===== src/rtl/fifo_pkg.sv =====
`default_nettype none
// ============================================================================
// Module      : fifo_pkg
// Description : Shared constants and helpers for the async FIFO read side.
//               Holds default widths, the legal memory read latencies and the
//               derivation of the output buffer depth from the read latency.
// Revision    : 1.0 - initial release
// ============================================================================
package fifo_pkg;

  localparam int DATASIZE_DEFAULT = 8;
  localparam int ADDRSIZE_DEFAULT = 4;

  // Legal memory read latencies (rclk cycles from raddr to data)
  localparam int RD_LAT_COMB = 0;
  localparam int RD_LAT_REG  = 1;

  // One slot per cycle of read latency plus two for full-rate streaming
  function automatic int buf_depth(input int rd_lat);
    return rd_lat + 2;
  endfunction

  // Width needed to count 0..buf_depth words
  function automatic int level_width(input int rd_lat);
    return $clog2(buf_depth(rd_lat) + 1);
  endfunction

endpackage
`default_nettype wire


===== src/rtl/rd_out_buf.sv =====
`default_nettype none
// ============================================================================
// Module      : rd_out_buf
// Description : Small circular register FIFO with push/pop, occupancy count
//               and registered head word. Push is honoured only when there is
//               room (or a pop frees a slot in the same edge); pop is ignored
//               while empty.
// Revision    : 1.0 - initial release
// ============================================================================
module rd_out_buf #(
  parameter  int WIDTH = 8,
  parameter  int DEPTH = 2,
  localparam int LVL_W = $clog2(DEPTH + 1),
  localparam int IDX_W = (DEPTH > 1) ? $clog2(DEPTH) : 1
) (
  input  logic             clk,
  input  logic             rst_n,
  input  logic             push,
  input  logic [WIDTH-1:0] push_data,
  input  logic             pop,
  output logic [WIDTH-1:0] head,
  output logic [LVL_W-1:0] count,
  output logic             not_empty
);

  logic [WIDTH-1:0] r_mem [DEPTH];
  logic [IDX_W-1:0] r_wr_idx;
  logic [IDX_W-1:0] r_rd_idx;
  logic [LVL_W-1:0] r_count;
  logic             w_pop_ok;
  logic             w_push_ok;

  // Indices wrap modulo DEPTH, which need not be a power of two
  function automatic logic [IDX_W-1:0] next_idx(input logic [IDX_W-1:0] idx);
    return (idx == IDX_W'(DEPTH - 1)) ? '0 : idx + IDX_W'(1);
  endfunction

  assign w_pop_ok  = pop && (r_count != '0);
  assign w_push_ok = push && ((r_count != LVL_W'(DEPTH)) || w_pop_ok);

  // Storage, indices and occupancy; reset discards every buffered word
  always_ff @(posedge clk or negedge rst_n) begin
    if (!rst_n) begin
      for (int i = 0; i < DEPTH; i++) begin
        r_mem[i] <= '0;
      end
      r_wr_idx <= '0;
      r_rd_idx <= '0;
      r_count  <= '0;
    end else begin
      if (w_push_ok) begin
        r_mem[r_wr_idx] <= push_data;
        r_wr_idx        <= next_idx(r_wr_idx);
      end
      if (w_pop_ok) begin
        r_rd_idx <= next_idx(r_rd_idx);
      end
      case ({w_push_ok, w_pop_ok})
        2'b10:   r_count <= r_count + LVL_W'(1);
        2'b01:   r_count <= r_count - LVL_W'(1);
        default: r_count <= r_count;
      endcase
    end
  end

  assign head      = r_mem[r_rd_idx];
  assign count     = r_count;
  assign not_empty = (r_count != '0);

endmodule
`default_nettype wire


===== src/rtl/rd_fwft_stage.sv =====
`default_nettype none
// ============================================================================
// Module      : rd_fwft_stage
// Description : Read-side first-word-fall-through output stage of the async
//               FIFO. Issues rinc whenever the buffer plus any word still in
//               the memory read pipeline leaves room, lands the returned data
//               in rd_out_buf and presents it as a valid/ready stream.
// Revision    : 1.0 - initial release
// ============================================================================
module rd_fwft_stage
  import fifo_pkg::*;
#(
  parameter  int DATASIZE  = DATASIZE_DEFAULT,
  parameter  int RD_LAT    = RD_LAT_COMB,
  localparam int BUF_DEPTH = buf_depth(RD_LAT),
  localparam int LVL_W     = $clog2(BUF_DEPTH + 1)
) (
  input  logic                rclk,
  input  logic                rrst_n,
  input  logic                rempty,
  output logic                rinc,
  input  logic [DATASIZE-1:0] rdata_mem,
  output logic [DATASIZE-1:0] dout,
  output logic                dout_valid,
  input  logic                dout_ready,
  output logic [LVL_W-1:0]    buf_level
);

  logic             w_push;
  logic             w_inflight;
  logic [LVL_W-1:0] w_count;
  logic [LVL_W:0]   w_occupancy;

  // Words already committed: buffered plus the one still inside the memory
  assign w_occupancy = {1'b0, w_count} + (LVL_W + 1)'(w_inflight);

  // Issue only from registered state so dout_ready never reaches rinc
  assign rinc = rrst_n && !rempty && (w_occupancy < (LVL_W + 1)'(BUF_DEPTH));

  generate
    if (RD_LAT == RD_LAT_REG) begin : g_lat_reg
      logic r_inflight;

      // Track the word whose data returns one edge after rinc
      always_ff @(posedge rclk or negedge rrst_n) begin
        if (!rrst_n) begin
          r_inflight <= 1'b0;
        end else begin
          r_inflight <= rinc;
        end
      end

      assign w_inflight = r_inflight;
      assign w_push     = r_inflight;
    end else begin : g_lat_comb
      // Combinational read: data for the popped word is present this cycle
      assign w_inflight = 1'b0;
      assign w_push     = rinc;
    end
  endgenerate

  rd_out_buf #(
    .WIDTH (DATASIZE),
    .DEPTH (BUF_DEPTH)
  ) u_out_buf (
    .clk       (rclk),
    .rst_n     (rrst_n),
    .push      (w_push),
    .push_data (rdata_mem),
    .pop       (dout_ready),
    .head      (dout),
    .count     (w_count),
    .not_empty (dout_valid)
  );

  assign buf_level = w_count;

`ifndef SYNTHESIS
  a_no_overflow: assert property (@(posedge rclk) disable iff (!rrst_n)
    (w_occupancy <= (LVL_W + 1)'(BUF_DEPTH)));

  a_no_underflow: assert property (@(posedge rclk) disable iff (!rrst_n)
    (rempty |-> !rinc));
`endif

endmodule
`default_nettype wire


===== config.mk =====
export PLATFORM = sky130hd
export DESIGN_NAME = rd_fwft_stage
export DESIGN_NICKNAME = d
export VERILOG_FILES = /design/src/rtl/fifo_pkg.sv /design/src/rtl/rd_out_buf.sv /design/src/rtl/rd_fwft_stage.sv
export SDC_FILE = /design/constraint.sdc
export NUM_CORES = 1
export LEC_CHECK = 0
export CAP_MARGIN = 10
export CORE_MARGIN = 8
export CORE_UTILIZATION = 45
export CTS_CLUSTER_SIZE = 24
export DETAILED_ROUTE_END_ITERATION = 8
export DONT_BUFFER_PORTS = 1
export GPL_TIMING_DRIVEN = 0
export PLACE_DENSITY = 0.7
export SYNTH_ARGS = -nofsm -noshare
export SYNTH_HDL_FRONTEND = slang
export SYNTH_SLANG_ARGS = --single-unit

===== constraint.sdc =====
create_clock -name rclk -period 2.1 [get_ports rclk]
set_clock_uncertainty 0.15 [all_clocks]
set_input_delay 0.105 -clock rclk [delete_from_list [all_inputs] [get_ports rclk]]
set_output_delay 0.105 -clock rclk [all_outputs]
set_load 0.005 [all_outputs]

; After elaboration in Yosys (flattened, before gate mapping)
; Index checks and enable logic that the tools add are counted.
; W data, S select, Z words.
[op_classes]
n_addsub = 4
n_lt_le_gt_ge = 4
eq_ne = 3
mux = 9
bitwise_logic = 2
n_reduce_logical = 9
[op_table]
columns = op, n
row1 = $mux W8, 4
row2 = $bwmux W16, 1
row3 = $demux W8 S1, 1
row4 = $logic_and A1 B1 Y1, 5
row5 = $ge A2 B2 Y1 const B, 2
row6 = $not A1 Y2, 2
row7 = $pmux W2 S2, 1
row8 = $reduce_bool A2 Y1, 2
row9 = $add A1 B1 Y1 const B, 2
row10 = $add A2 B1 Y2 const B, 1
row11 = $eq A2 B1 Y1 const B, 1
row12 = $eq A2 B2 Y1 const B, 1
row13 = $lt A2 B1 Y1 const B, 1
row14 = $lt A2 B2 Y1 const B, 1
row15 = $mux W1, 2
row16 = $ne A2 B2 Y1 const B, 1
row17 = $sub A2 B1 Y2 const B, 1
row18 = $logic_not A1 Y1, 1
row19 = $logic_or A1 B1 Y1, 1
[word_totals]
register_bits = 20
inputBits = 12
output_inout_bits = 12
elab_cells = 36

; Longest topological paths before layout
; Gate-level depths: netlist of run 1.
[depth]
ltp_word = 6
mapped_depth = 6
depth_no_buf = 6

; Cells and area by module
; Synthesis of run 1 repeated with hierarchy kept, for this count alone.
[unflattened]
cells_unflattened = 60
area_unflattened_um2 = 907.1
[modules_own_cells]
columns = module, instances, cells_each, area_per_inst_um2, seq_area_each_um2
row1 = rd_out_buf, 1, 59, 894.6, 500.5
row2 = rd_fwft_stage, 1, 1, 12.5, 0.0

; Worst setup path after synthesis of run 1
; OpenSTA, ideal clock, no wires.
[synth_timing]
path_type = flip-flop to flip-flop
start = reg u_out_buf.r_count[1] (netlist: u_out_buf.count[1])
end = reg u_out_buf.r_mem[0] (netlist bit)
setup_ns = 0.125
t_arrival_ns = 1.509
required_time_ns = 1.825
setup_slack_ns = 0.316
path_stages_with_launch = 7
n_path_buf = 2
synth_period_minus_slack_ns = 1.784
cell_sequence = dfrtp_1 > or3b_1 > buf_6 > clkinv_2 > and2_4 > buf_12 > mux2_4
[synth_via]
word_cells_on_any_way = 7
classes_between = order compare (1) / eq/ne (1) / reduce/logical (5)
[synth_lines]
columns = element, line_no
row1 = from (decl), rd_out_buf.sv:29  ; logic [LVL_W-1:0] r_count;
row2 = from (signal assigned), rd_out_buf.sv:59  ; 2'b10: r_count <= r_count + LVL_W'(1);
row3 = from (signal assigned), rd_out_buf.sv:60  ; 2'b01: r_count <= r_count - LVL_W'(1);
row4 = from (signal assigned), rd_out_buf.sv:61  ; default: r_count <= r_count;
row5 = $lt A2 B2 Y1, rd_fwft_stage.sv:38  ; assign rinc = rrst_n && !rempty && (w_occupancy < (LVL_W + 1)'(BUF_DEPTH));
row6 = $logic_and A1 B1 Y1, rd_fwft_stage.sv:38
row7 = named net rinc, rd_fwft_stage.sv:21  ; output logic rinc,
row8 = $logic_and A1 B1 Y1, rd_out_buf.sv:39  ; assign w_push_ok = push && ((r_count != LVL_W'(DEPTH)) || w_pop_ok);
row9 = "to (signal, indexed assignment)", rd_out_buf.sv:52  ; r_mem[r_wr_idx] <= push_data;
row10 = to (decl), rd_out_buf.sv:26  ; logic [WIDTH-1:0] r_mem [DEPTH];
; The timed path passes the listed nets, and every way through them passes these cells.
; A chain may end at the register's enable or synchronous reset.

; Worst setup path in the final report of run 1
[layout_timing]
start = reg u_out_buf.r_count[1] (netlist: u_out_buf.count[1])
end = reg u_out_buf.r_mem[1] (netlist bit)
; Same word-level chain as after synthesis.

==> results of run 1 <==
[layout by cell type (no fill, tap or decap)]
cell	netlist	routed
sky130_fd_sc_hd__or3b_1	1	1
sky130_fd_sc_hd__clkbuf_4	0	3
sky130_fd_sc_hd__ha_1	1	1
sky130_fd_sc_hd__nor2_4	1	1
sky130_fd_sc_hd__and2_4	1	1
sky130_fd_sc_hd__buf_6	1	1
sky130_fd_sc_hd__nor2_1	1	1
sky130_fd_sc_hd__buf_12	1	1
sky130_fd_sc_hd__mux2_2	6	6
sky130_fd_sc_hd__dlygate4sd3_1	0	11
sky130_fd_sc_hd__mux2_4	8	8
sky130_fd_sc_hd__clkbuf_1	1	1
sky130_fd_sc_hd__mux2_1	10	10
sky130_fd_sc_hd__and2_1	1	1
sky130_fd_sc_hd__xnor2_1	3	3
sky130_fd_sc_hd__or2_1	1	1
sky130_fd_sc_hd__xor2_1	2	2
sky130_fd_sc_hd__clkinv_2	1	1
sky130_fd_sc_hd__dfrtp_1	20	20
[metal layers]
layer | wire (um) | share of wire | vias to the layer above
met4 | 15 | 0.0088 | 0
li1 | - | - | 232
met3 | 126 | 0.074 | 2
met2 | 768 | 0.45 | 17
met1 | 797 | 0.47 | 236
met5 | 0 | 0 | -
[cells in the mapped netlist]
cell type / number / share of area
sky130_fd_sc_hd__dfrtp_1: 20 / 0.53
sky130_fd_sc_hd__mux2_1: 10 / 0.12
sky130_fd_sc_hd__mux2_4: 8 / 0.13
sky130_fd_sc_hd__mux2_2: 6 / 0.072
sky130_fd_sc_hd__xnor2_1: 3 / 0.028
sky130_fd_sc_hd__xor2_1: 2 / 0.019
sky130_fd_sc_hd__and2_1: 1 / 0.0066
sky130_fd_sc_hd__and2_4: 1 / 0.0093
sky130_fd_sc_hd__buf_12: 1 / 0.021
sky130_fd_sc_hd__buf_6: 1 / 0.012
sky130_fd_sc_hd__clkbuf_1: 1 / 0.0040
sky130_fd_sc_hd__clkinv_2: 1 / 0.0053
sky130_fd_sc_hd__ha_1: 1 / 0.013
sky130_fd_sc_hd__nor2_1: 1 / 0.0040
sky130_fd_sc_hd__nor2_4: 1 / 0.012
sky130_fd_sc_hd__or2_1: 1 / 0.0066
sky130_fd_sc_hd__or3b_1: 1 / 0.0093
[cells by family (layout without fill, tap and decap cells)]
group	after synthesis	in the layout
muxes	24	24
DFF	20	20
and+or+nand+nor	6	6
xor gates and xnor gates	5	5
buffers and inverters	4	18
adders and majority gates	1	1
[through the flow]
stage               total power, mW  hold slack (ns)  instance area, sq um  cells
floorplan                     1.176          -0.3406                 942.2     60
global placement              1.269          -0.3399                 975.9     87
detailed placement            1.291          -0.3399                 975.9     87
CTS                           1.497          0.01098                  1109    101
global route                  1.593          0.02434                  1109    101
finish                        1.469          0.02902                  1109    101
[path summary, 6_finish.rpt]
path	startpoint	to	cells after the start
setup / recovery	u_out_buf.count[1]$_DFFE_PN0P_	u_out_buf.r_mem[1]$_DFFE_PN0P_	6
hold / removal	rrst_n	u_out_buf.r_wr_idx$_DFFE_PN0P_	3
setup reg to reg	u_out_buf.count[1]$_DFFE_PN0P_	u_out_buf.r_mem[1]$_DFFE_PN0P_	6
hold reg to reg	u_out_buf.r_mem[8]$_DFFE_PN0P_	u_out_buf.r_mem[8]$_DFFE_PN0P_	1
max in group asynchronous	rrst_n	u_out_buf.r_mem[0]$_DFFE_PN0P_	1
min in group asynchronous	rrst_n	u_out_buf.r_mem[7]$_DFFE_PN0P_	1
[power by group through the flow]
| stage | clock [mW] | sequential, mW | combinational (mW) |
|---|---|---|---|
| 6_report | 0.170 | 0.703 | 0.597 |
| 5_1_grt | 0.198 | 0.731 | 0.663 |
| 4_1_cts | 0.183 | 0.700 | 0.614 |
| 3_5_place_dp | 0 | 0.706 | 0.585 |
| 3_3_place_gp | 0 | 0.700 | 0.569 |
| 2_1_floorplan | 0 | 0.675 | 0.501 |
[what timing repair did]
action                                 4_1_cts  5_1_grt
endpoints found under the hold margin       38        0
hold buffers                                11        0
buffers inserted                             0        0
setup endpoints to repair                    0        0
[sequential cells by signal, indices dropped and copies added (netlist names)]
register and flops:
u_out_buf.r_mem 16, u_out_buf.r_rd_idx 1, u_out_buf.r_wr_idx 1, u_out_buf.count 2
[worst min-delay path, cell delays in order]
cell,delay (ns)
sky130_fd_sc_hd__or3b_1,0.15
sky130_fd_sc_hd__buf_6,0.12
sky130_fd_sc_hd__xnor2_1,0.06
[cell type report]
type,count,area [sq um],area share
Timing Repair Buffer,11,110.1,0.09932
Buffer,3,35.03,0.03160
Tap cell,27,33.78,0.03047
Clock buffer,3,22.52,0.02032
Multi-Input combinational cell,36,401.6,0.3623
Inverter,1,5.005,0.004515
Sequential cell,20,500.5,0.4515
==> results summary, run 1 <==
The run finished with clean final reports. The remaining antenna violation count after routing came out at 0. The final wirelength is between 1.5 and 2 mm. The worst setup path is captured at a flop.

The number of antenna violations at the first check in global routing came out at 0. The number of diodes came out at 0. The CTS tree is yes. The layout has between 150 and 200 filler cells. IR analysis of the VDD net gives a maximum drop of 0.8557 mV. The count of standard-cell rows came out at 16. The leakage power summed over all cells came out at 0.4811 nW. After synthesis the netlist holds a flip-flop and latch count of 20. The region available for standard cell placement spans 1962 sq um.

The area of the die came out at 3814 sq um. The met2 track demand over resource in global routing is 0.1551. The minimum setup slack after placement is 0.2464 ns.

The number of H-tree levels came out at 1. The sum of negative setup slack is 0 ns. In this run the worst path has a maximum fanout of 8. The clock buffer count from CTS came out at 3. Gates resized during post-CTS repair numbered 0.

The worst path in the final design needs a cycle of 1.864 ns, including I/O delays and setup. The max-slew violation count came out at 0. The number of unique standard cell types used by synthesis is 17. The switching part of the total power came out at 0.3120. For met1 alone, demand over resource in global routing was 0.1244.

In this run the worst hold path is classified as input pin to flop. The critical path's top delay family is simple AND/OR/NAND/NOR gates. The sequential group share of total power is 0.478.

The proportion of power drawn by the clock network came out at 0.115. In the routed design, unresolved DRC markers number 0. The first-pass GRT wire length is 2.808 mm. The routed wirelength normalized by instance count is between 15 and 20 um.

The achievable frequency is 536.4 MHz. Of the total synthesized cell area, the portion taken by AND, OR, NAND and NOR gates is 0.04781. The number of clock sinks is 20.

Each instance of the synthesized netlist takes up on average 15.70 sq um. The critical path's slowest cell is sky130_fd_sc_hd__dfrtp_1. By area, the combinational part of the netlist is dominated by multiplexers. Setup violations remaining at the end of the flow were counted as 0. The critical path goes through or3b_1 > buf_6 > clkinv_2 > and2_4 > buf_12 > mux2_4. The clock transition at the registers of the reported paths is 0.10 ns. The routed via count divided by cell count is 4.822. The number of buffers and inverters on the critical path is 3. The count of mapped cells out of synthesis is 60. The later-pin clock latency in the skew report is 0.29 ns. The cell internal power dissipation came out at ~1.0 mW. The cell sitting at the root of the clock tree is a sky130_fd_sc_hd__clkbuf_4. The maximum number of pins on one net before global-route repair is 21. The final layout contains 89 nets.

The via count of the first global-routing pass was 554. The count of buffers inserted at the top-level ports is 0. From left edge to right edge, the die measures 61.76 um.

The max capacitance violation total came out at 0. The first-pass iteration count of the detailed router is 2. The data arrival time of the worst path came out at 1.89 ns. The final weighted congestion in routability-driven placement came out at between 0.5 and 0.6. The kind of launch point of the worst setup path is a flop. The relative contribution of combinational cells to total power came out at 0.406. The vias after detailed routing is between 400 and 500. In the final layout, the share of cells above drive strength 1 is 0.2973. The synthesized-area fraction occupied by adder cells is 0.01328. The reg2reg setup slack came out at 0.24 ns. The compound-gate portion of the synthesized area came out at 0. The remaining max-slew budget at the tightest pin is 0.4202.

The slew at the pin with the worst max-slew slack is just under 0.9 ns. The xor-xnor portion of the synthesized cell area is 0.04648. The total number of yosys warnings came out at 0.

No sink is reached through more buffers than the 2 on the longest clock path. The post-synthesis instance area came out at about 940 sq um. The post-route fraction of the period consumed by the critical path is 0.8878. The overall global routing resource usage is 0.1040. The final design utilization came out at 0.5651. The total global routing overflow is 0. The number of nets in the synthesized netlist came out at 73. Across all setup checks in the final design, the least slack found is 0.2357 ns.

The initial core utilization came out at 0.4802. The net switching component of the power is about 0.46 mW. For this design the top-level I/O count stands at 24. The initial detailed-routing violation count is 11.

The type of the worst setup path is flop to flop. Setup repair after global routing left no endpoint under its margin. For the worst setup path, the data required time is between 2 and 2.5 ns. The multiplexer area fraction after synthesis came out at 0.3187. The power density of the placed cells came out at 1326 nW/um^2. The layer flagged by global routing as most heavily used is met2. The count of endpoints failing hold in the final timing report came out at 0. Of the synthesized area, sequential elements account for 0.5312. The fraction of met3 tracks used by global routing came out at 0.06584. The die is 61.76 um tall. The worst stage delay on the critical path is 0.44 ns. The layout overhead on the synthesized area came out at 17.66%.
Power figures use the tool's default switching activity.
==> run 2, diff against run 1 <==
==> constraint.sdc (replaced) <==
create_clock -name rclk -period 2.1 [get_ports rclk]
set_clock_uncertainty 0.15 [all_clocks]
set_input_delay 0.525 -clock rclk [delete_from_list [all_inputs] [get_ports rclk]]
set_output_delay 0.525 -clock rclk [all_outputs]
set_load 0.005 [all_outputs]
==> run 2 against run 1 <==
Effect of this change: register-to-register slack is essentially flat; combinational power shrank 10%; highest routed layer unchanged; sequential power grew 5.1%; count of clock-buffer cells in the layout is the same; final cell count shrank 11%.
==> results summary, run 2 (synthesis gave the netlist of run 1 again) <==
The run finished with clean final reports. The routed wirelength normalized by instance count came to 18.37 um (+8.7%). Setup repair after global routing left no endpoint under its margin.

The number of flip-flops under the largest register name came out at 16 (unchanged). The initial detailed-routing violation count is 6 (-5). The sum of negative setup slack came out at 0 ns (unchanged). The width of the chip is 61.76 um (unchanged). The instance area after placement is 975.9 sq um (unchanged). The vertical extent of the die came out at 61.76 um (unchanged). The total length of routed met3 wires was 167 um (+33%). The worst reg2reg path depth is 6 (unchanged).

The clock transition at the registers of the reported paths was 0.10 ns (about the same). The routed via count divided by cell count came out at 5.022 (+4.2%). The critical path capture point type is an output port.

The reg2reg setup slack came to 0.24 ns (about the same). The worst IR drop on VDD came out at 0.8622 mV (+0.77%). The data arrival time of the worst path came to 1.32 ns (-0.57 ns). Among all stages on the critical path, the largest delay is contributed by sky130_fd_sc_hd__dfrtp_1.

The post-route fraction of the period consumed by the critical path came out at 0.9497 (+0.06192). The worst stage delay on the critical path came out at 0.62 ns (+0.18 ns). The later-pin clock latency in the skew report is 0.29 ns (about the same).

The min-delay analysis places its worst path in the category input pin to flop. The number of cells in the design after placement is 87 (unchanged). The count of buffers inserted at the top-level ports came out at 0 (unchanged). The achievable frequency is 501.4 MHz (-6.5%).

The total power draw is 1.445 mW (-1.7%). The final design instance area without fill is 1005 sq um (-9.4%). The routed length on met1 is 729 um (-8.5%).

The critical path goes through mux2_2. The max capacitance violation total came to 0 (unchanged). The setup slack of the critical path after layout came out at 0.1057 ns (-0.1300 ns). The CTS tree is yes. The most common cell after layout, fill and taps aside is sky130_fd_sc_hd__dfrtp_1. The number of top-level pins came out at 24 (unchanged). The final critical-path required period came out at 1.994 ns (+0.1300 ns). The top routing layer in use is met4. The final-report setup violation count came out at 0 (unchanged).

The maximum number of pins on one net before global-route repair came out at 21 (unchanged). The sum of met2 wire segment lengths after detailed routing is 740 um (-3.6%). The number of buffers added for setup after CTS is 0 (unchanged). The tree is rooted in a sky130_fd_sc_hd__clkbuf_4.

The slew at the pin with the worst max-slew slack is 0.8642 ns (-0.002684 ns). The final wirelength came to 1.653 mm (-3.2%). In the layout the commonest cells are 20 x sky130_fd_sc_hd__dfrtp_1, 10 x sky130_fd_sc_hd__mux2_1, 8 x sky130_fd_sc_hd__mux2_4. For hold timing, the worst endpoint is u_out_buf.r_mem[10]$_DFFE_PN0P_. The first-pass GRT wire length came out at 2.656 mm (-5.4%).

The number of diodes was 0 (unchanged). The minimum setup slack after placement came out at 0.1740 ns (-0.07238 ns). The total global routing overflow was 0 (unchanged). The critical path's top delay family is flip-flops. The core box area came out at 1962 sq um (unchanged). Compared with the post-synthesis result, the final layout area differs by 6.640%. The share of post-route cells with drive strength above 1 came out at 0.3492 (+0.05191). The overall global routing resource usage came out at 0.09885 (-0.005113). More flip-flops sit in one register than any other, and that register is u_out_buf.r_mem.

The number of H-tree levels is 1 (unchanged). The vias after detailed routing is 452 (-7.2%). The number of clock sinks came out at 20 (unchanged). The number of buffers and inverters on the critical path was 0 (-3). The data required time at the worst endpoint is 1.42 ns (-0.71 ns). In this run the critical register-to-register path is captured at u_out_buf.r_mem[1]$_DFFE_PN0P_. The remaining max-slew budget at the tightest pin came out at 0.4220 (+0.001795). The worst hold path depth came out at 1 (-2).

The count of endpoints failing hold in the final timing report is 0 (unchanged). The power density of the placed cells is 1438 nW/um^2 (+8.5%). The type of the worst setup path is flop to output port. The non-filler instance count after layout came out at 90 (-11%). In this run the critical register-to-register path is launched from u_out_buf.count[1]$_DFFE_PN0P_. The number of buffers on the longest clock path is 2 (unchanged).

The initial core utilization came out at 0.4802 (unchanged). The leakage power summed over all cells was 0.4381 nW (-8.9%). The max-slew violation count is 0 (unchanged). The first-pass iteration count of the detailed router came out at 2 (unchanged). The final weighted congestion in routability-driven placement was 0.5799 (unchanged). The hold path startpoint is rdata_mem[2]. The number of nets at the end of the flow came out at 78 (-12%). The via count of the first global-routing pass came to 520 (-6.1%).

The clock buffer count from CTS is 3 (unchanged). The post-detailed-route DRC marker count is 0 (unchanged). The final worst hold slack is 0.2125 ns (+0.1835 ns). The remaining antenna violation count after routing came out at 0 (unchanged). The area of the die came out at 3814 sq um (unchanged). The number of antenna violations at the first check in global routing came out at 0 (unchanged).

The final design utilization came to 0.5121 (-0.05293). The kind of launch point of the worst setup path is a flop. The worst-path maximum fanout is 9 (+1). The count of standard-cell rows is 16 (unchanged).
-- run 2: worst max path at each step --
stage	cells past startpoint	endpoint	slack, ns	startpoint
6_report	1	dout[4]	0.11	u_out_buf.r_rd_idx$_DFFE_PN0P_
3_5_place_dp	6	u_out_buf.r_mem[1]$_DFFE_PN0P_	0.17	rempty
2_1_floorplan	6	u_out_buf.r_mem[0]$_DFFE_PN0P_	0.22	rempty
4_1_cts	1	dout[4]	0.08	u_out_buf.r_rd_idx$_DFFE_PN0P_
3_3_place_gp	6	u_out_buf.r_mem[1]$_DFFE_PN0P_	0.18	rempty
5_1_grt	1	dout[1]	0.01	u_out_buf.r_rd_idx$_DFFE_PN0P_
-- run 2: power breakdown --
group	total [mW]	leakage [nW]	switching, mW	internal [mW]
clock	0.170	0.0138	0.103	0.0666
sequential	0.739	0.238	0.156	0.582
combinational	0.537	0.186	0.191	0.345
total	1.44	0.438	0.451	0.994
-- run 2: layer usage --
layer  GRT usage  up-vias
met5           0        -
met4     0.01948        0
met3     0.06790        2
met2      0.1462       17
met1      0.1158      222
li1            -      211
-- run 2: layout make-up --
cell class	instances	area (sq um)
fillers	179	957.2
repair buffers	1	10.01
clock buffers	3	22.52
flip-flops and latches	20	500.5
inverters	1	5.005
plain buffers	2	31.28
multi-input cells	36	401.6
well taps	27	33.78
-- run 2: repair_timing --
item / in CTS / in global routing
setup endpoints to repair: 8 / 0
hold buffers: 1 / 0
endpoints found under the hold margin: 20 / 0
resized for setup: 0 / 0
==> run 3, diff against run 2 <==
- SYNTH_HIERARCHICAL: unset -> 1
==> run 3 against run 2 <==
Effect of this change: cell area down 0.50%; critical endpoint is now dout[6]; critical path depth did not move; fmax rose by 0.31%.
==> results summary, run 3 <==
The number of buffers on the longest clock path came out at 2 (unchanged). The routed via count divided by cell count is 5.242 (+4.4%). STA classifies the critical path endpoint as an output port. The final wirelength came out at 1.551 mm (-6.2%). The non-filler instance count after layout was 91 (+1.1%). The slew at the pin with the worst max-slew slack is 0.8720 ns (+0.007815 ns). Leaving out fill and tap cells, the most frequent cell in the layout is sky130_fd_sc_hd__mux2_2. The data arrival time of the worst path came to 1.31 ns (about the same). The type of the worst setup path is flop to output port. The count of buffers inserted at the top-level ports is 0 (unchanged).

The max-slew violation count is 0 (unchanged). The clock transition at the registers of the reported paths came to 0.12 ns (+0.02 ns). The number of flip-flops under the largest register name came out at 16 (unchanged). The data required time at the worst endpoint is 1.42 ns (about the same). sky130_fd_sc_hd__mux2_2 is the most common cell in the netlist.

In this design, the largest share of critical-path delay is due to flip-flops. The number of nets at the end of the flow came to 78 (unchanged). The number of fill cells was 184 (+2.8%).

Traced cell by cell, the critical path runs through mux2_2. The final weighted congestion in routability-driven placement came out at 0.6004 (+3.5%). The first-pass iteration count of the detailed router came to 2 (unchanged). The remaining max-slew budget at the tightest pin is 0.4167 (-0.005227). The layout overhead on the synthesized area is 10.21%.

Sorting the synthesized cells by area gives the leading types as sky130_fd_sc_hd__dfrtp_1 55%, sky130_fd_sc_hd__mux2_2 30%, sky130_fd_sc_hd__xnor2_1 2.9%. The total global routing overflow is 0 (unchanged). The instance area after placement came out at 940.9 sq um (-3.6%). The post-synthesis instance area came to 907.1 sq um (-3.7%).

The initial core utilization is 0.4720 (-0.008224). The maximum number of pins on one net before global-route repair came out at 21 (unchanged). The number of clock sinks came out at 20 (unchanged).

The kind of launch point of the worst setup path is a flop. The fraction of the yosys area taken by sequential cells came to 0.5517 (+0.02052). The number of cells in the design after placement is 87 (unchanged). Setup repair after global routing left no endpoint under its margin.

TritonCTS built the clock tree. The worst stage delay on the critical path is 0.61 ns (about the same). The max capacitance violation total came to 0 (unchanged). The count of mapped cells out of synthesis is 60 (unchanged).

The count of standard-cell rows came to 16 (unchanged). The synthesized flop and latch total is 20 (unchanged). The reg2reg setup slack came to 0.17 ns (-0.07 ns).

The clock buffer count from CTS is 3 (unchanged). The power density of the placed cells is 1549 nW/um^2 (+7.7%). The width of the chip came out at 60.90 um (-1.4%). The remaining antenna violation count after routing is 0 (unchanged). The number of nets in the synthesized netlist came out at 73 (unchanged). The total number of yosys warnings is 6 (+6). The sum of negative setup slack came out at 0 ns (unchanged). The number of gates resized after CTS was 0 (unchanged). The final design instance area without fill came to 999.7 sq um (-0.50%). The number of antenna violations at the first check in global routing is 0 (unchanged). The number of H-tree levels is 1 (unchanged). The worst-path maximum fanout came out at 9 (unchanged).

The via count of the first global-routing pass is 532 (+2.3%). The async set-reset flop share out of synthesis is 1.000 (unchanged). The initial detailed-routing violation count is 5 (-1).

More flip-flops sit in one register than any other, and that register is u_out_buf/r_mem. The achievable frequency is 503.0 MHz (+0.31%). The root buffer cell chosen for the clock tree is sky130_fd_sc_hd__clkbuf_4. The final-report setup violation count was 0 (unchanged). The share of post-route cells with drive strength above 1 came out at 0.5156 (+0.1664).

The worst IR drop on VDD came to 0.8324 mV (-3.5%). In the synthesized netlist the dominant register cell turns out to be sky130_fd_sc_hd__dfrtp_1. The overall global routing resource usage is 0.09584 (-0.003013). The tightest min-delay check is of the input pin to flop type. In the layout the commonest cells are 24 x sky130_fd_sc_hd__mux2_2, 20 x sky130_fd_sc_hd__dfrtp_1, 3 x sky130_fd_sc_hd__clkbuf_4, 3 x sky130_fd_sc_hd__xnor2_1. The vertical extent of the die came to 60.90 um (-1.4%). The number of unique standard cell types used by synthesis came out at 14 (-3).

The post-route fraction of the period consumed by the critical path came to 0.9468 (-0.002917). The leakage power summed over all cells came out at 0.4116 nW (-6.1%). The routed wirelength normalized by instance count came out at 17.04 um (-7.2%). The first-pass GRT wire length came out at 2.511 mm (-5.5%). The area of the die came to 3708 sq um (-2.8%). The core box area came out at 1922 sq um (-2.0%). The post-detailed-route DRC marker count was 0 (unchanged). The count of endpoints failing hold in the final timing report came to 0 (unchanged). The vias after detailed routing is 477 (+5.5%). The critical path's slowest cell is sky130_fd_sc_hd__dfrtp_1. The synthesized area divided by synthesized cell count is 15.12 sq um (-3.7%). The area share of the largest cell type after synthesis came out at 0.5517 (+0.02052). The total power draw is 1.548 mW (+7.1%).

sky130_fd_sc_hd__dfrtp_1 takes more of the synthesized area than any other cell. In the synthesized netlist, the cells that appear most often are 24 x sky130_fd_sc_hd__mux2_2, 20 x sky130_fd_sc_hd__dfrtp_1, 3 x sky130_fd_sc_hd__xnor2_1. The number of flops mapped to enable cells by yosys is 0 (unchanged). The run finished with clean final reports. The number of buffers and inverters on the critical path came out at 0 (unchanged). The number of top-level pins came out at 24 (unchanged).

The later-pin clock latency in the skew report came out at 0.30 ns (about the same). The number of diodes is 0 (unchanged). The final critical-path required period came out at 1.988 ns (-0.006125 ns).
run 3: area by class of cell:
| type | count | area, sq um | share of cell area |
|---|---|---|---|
| Clock buffer | 3 | 22.52 | 0.02253 |
| Clock inverter | 1 | 30.03 | 0.03004 |
| Multi-Input combinational cell | 39 | 402.9 | 0.4030 |
| Sequential cell | 20 | 500.5 | 0.5006 |
| Tap cell | 27 | 33.78 | 0.03379 |
| Timing Repair Buffer | 1 | 10.01 | 0.01001 |
run 3: worst paths after layout:
path,start,endpoint,cells after the start
setup / recovery,u_out_buf/r_rd_idx$_DFFE_PN0P_,dout[6],1
hold / removal,rdata_mem[5],u_out_buf/r_mem[13]$_DFFE_PN0P_,1
setup reg to reg,u_out_buf/count[1]$_DFFE_PN0P_,u_out_buf/r_mem[10]$_DFFE_PN0P_,3
hold reg to reg,u_out_buf/r_mem[7]$_DFFE_PN0P_,u_out_buf/r_mem[7]$_DFFE_PN0P_,1
max in group asynchronous,rrst_n,u_out_buf/r_mem[1]$_DFFE_PN0P_,1
min in group asynchronous,rrst_n,u_out_buf/r_mem[6]$_DFFE_PN0P_,1
run 3: repair_timing:
action,4_1_cts,5_1_grt
endpoints found under the hold margin,20,0
buffers inserted,0,0
endpoints found under the setup margin,8,0
hold buffers,1,0
run 3: cells by family after synthesis:
| group | synth area share |
|---|---|
| xor+xnor | 0.04828 |
| fa+ha+maj | 0.01379 |
| buf+inv | 0.004134 |
| flops | 0.5517 |
| mux | 0.2979 |
| simple gates | 0.08415 |
run 3: report_power, final:
group	internal (mW)	switching, mW	total, mW	leakage, nW
sequential	0.580	0.153	0.734	0.239
combinational	0.321	0.184	0.505	0.144
clock	0.193	0.117	0.310	0.0279
run 3: per-layer routing:
layer / vias up / track usage / part of all wire
met5: - / 0 / 0
met4: 0 / 0.05980 / 0.0090
met3: 2 / 0.03814 / 0.073
met2: 9 / 0.1735 / 0.53
met1: 242 / 0.08685 / 0.39
li1: 224 / - / -
run 3: stage by stage:
step | worst slack [ns] | hold WS [ns] | utilization
after floorplan | 0.2876 | 0.07941 | -
after global placement | 0.08271 | 0.07992 | 0.4896
after detailed placement | 0.05472 | 0.07986 | 0.4896
after CTS | 0.06178 | 0.1973 | 0.5202
after global routing | 0.01051 | 0.1955 | 0.5202
final | 0.1118 | 0.2151 | 0.5202
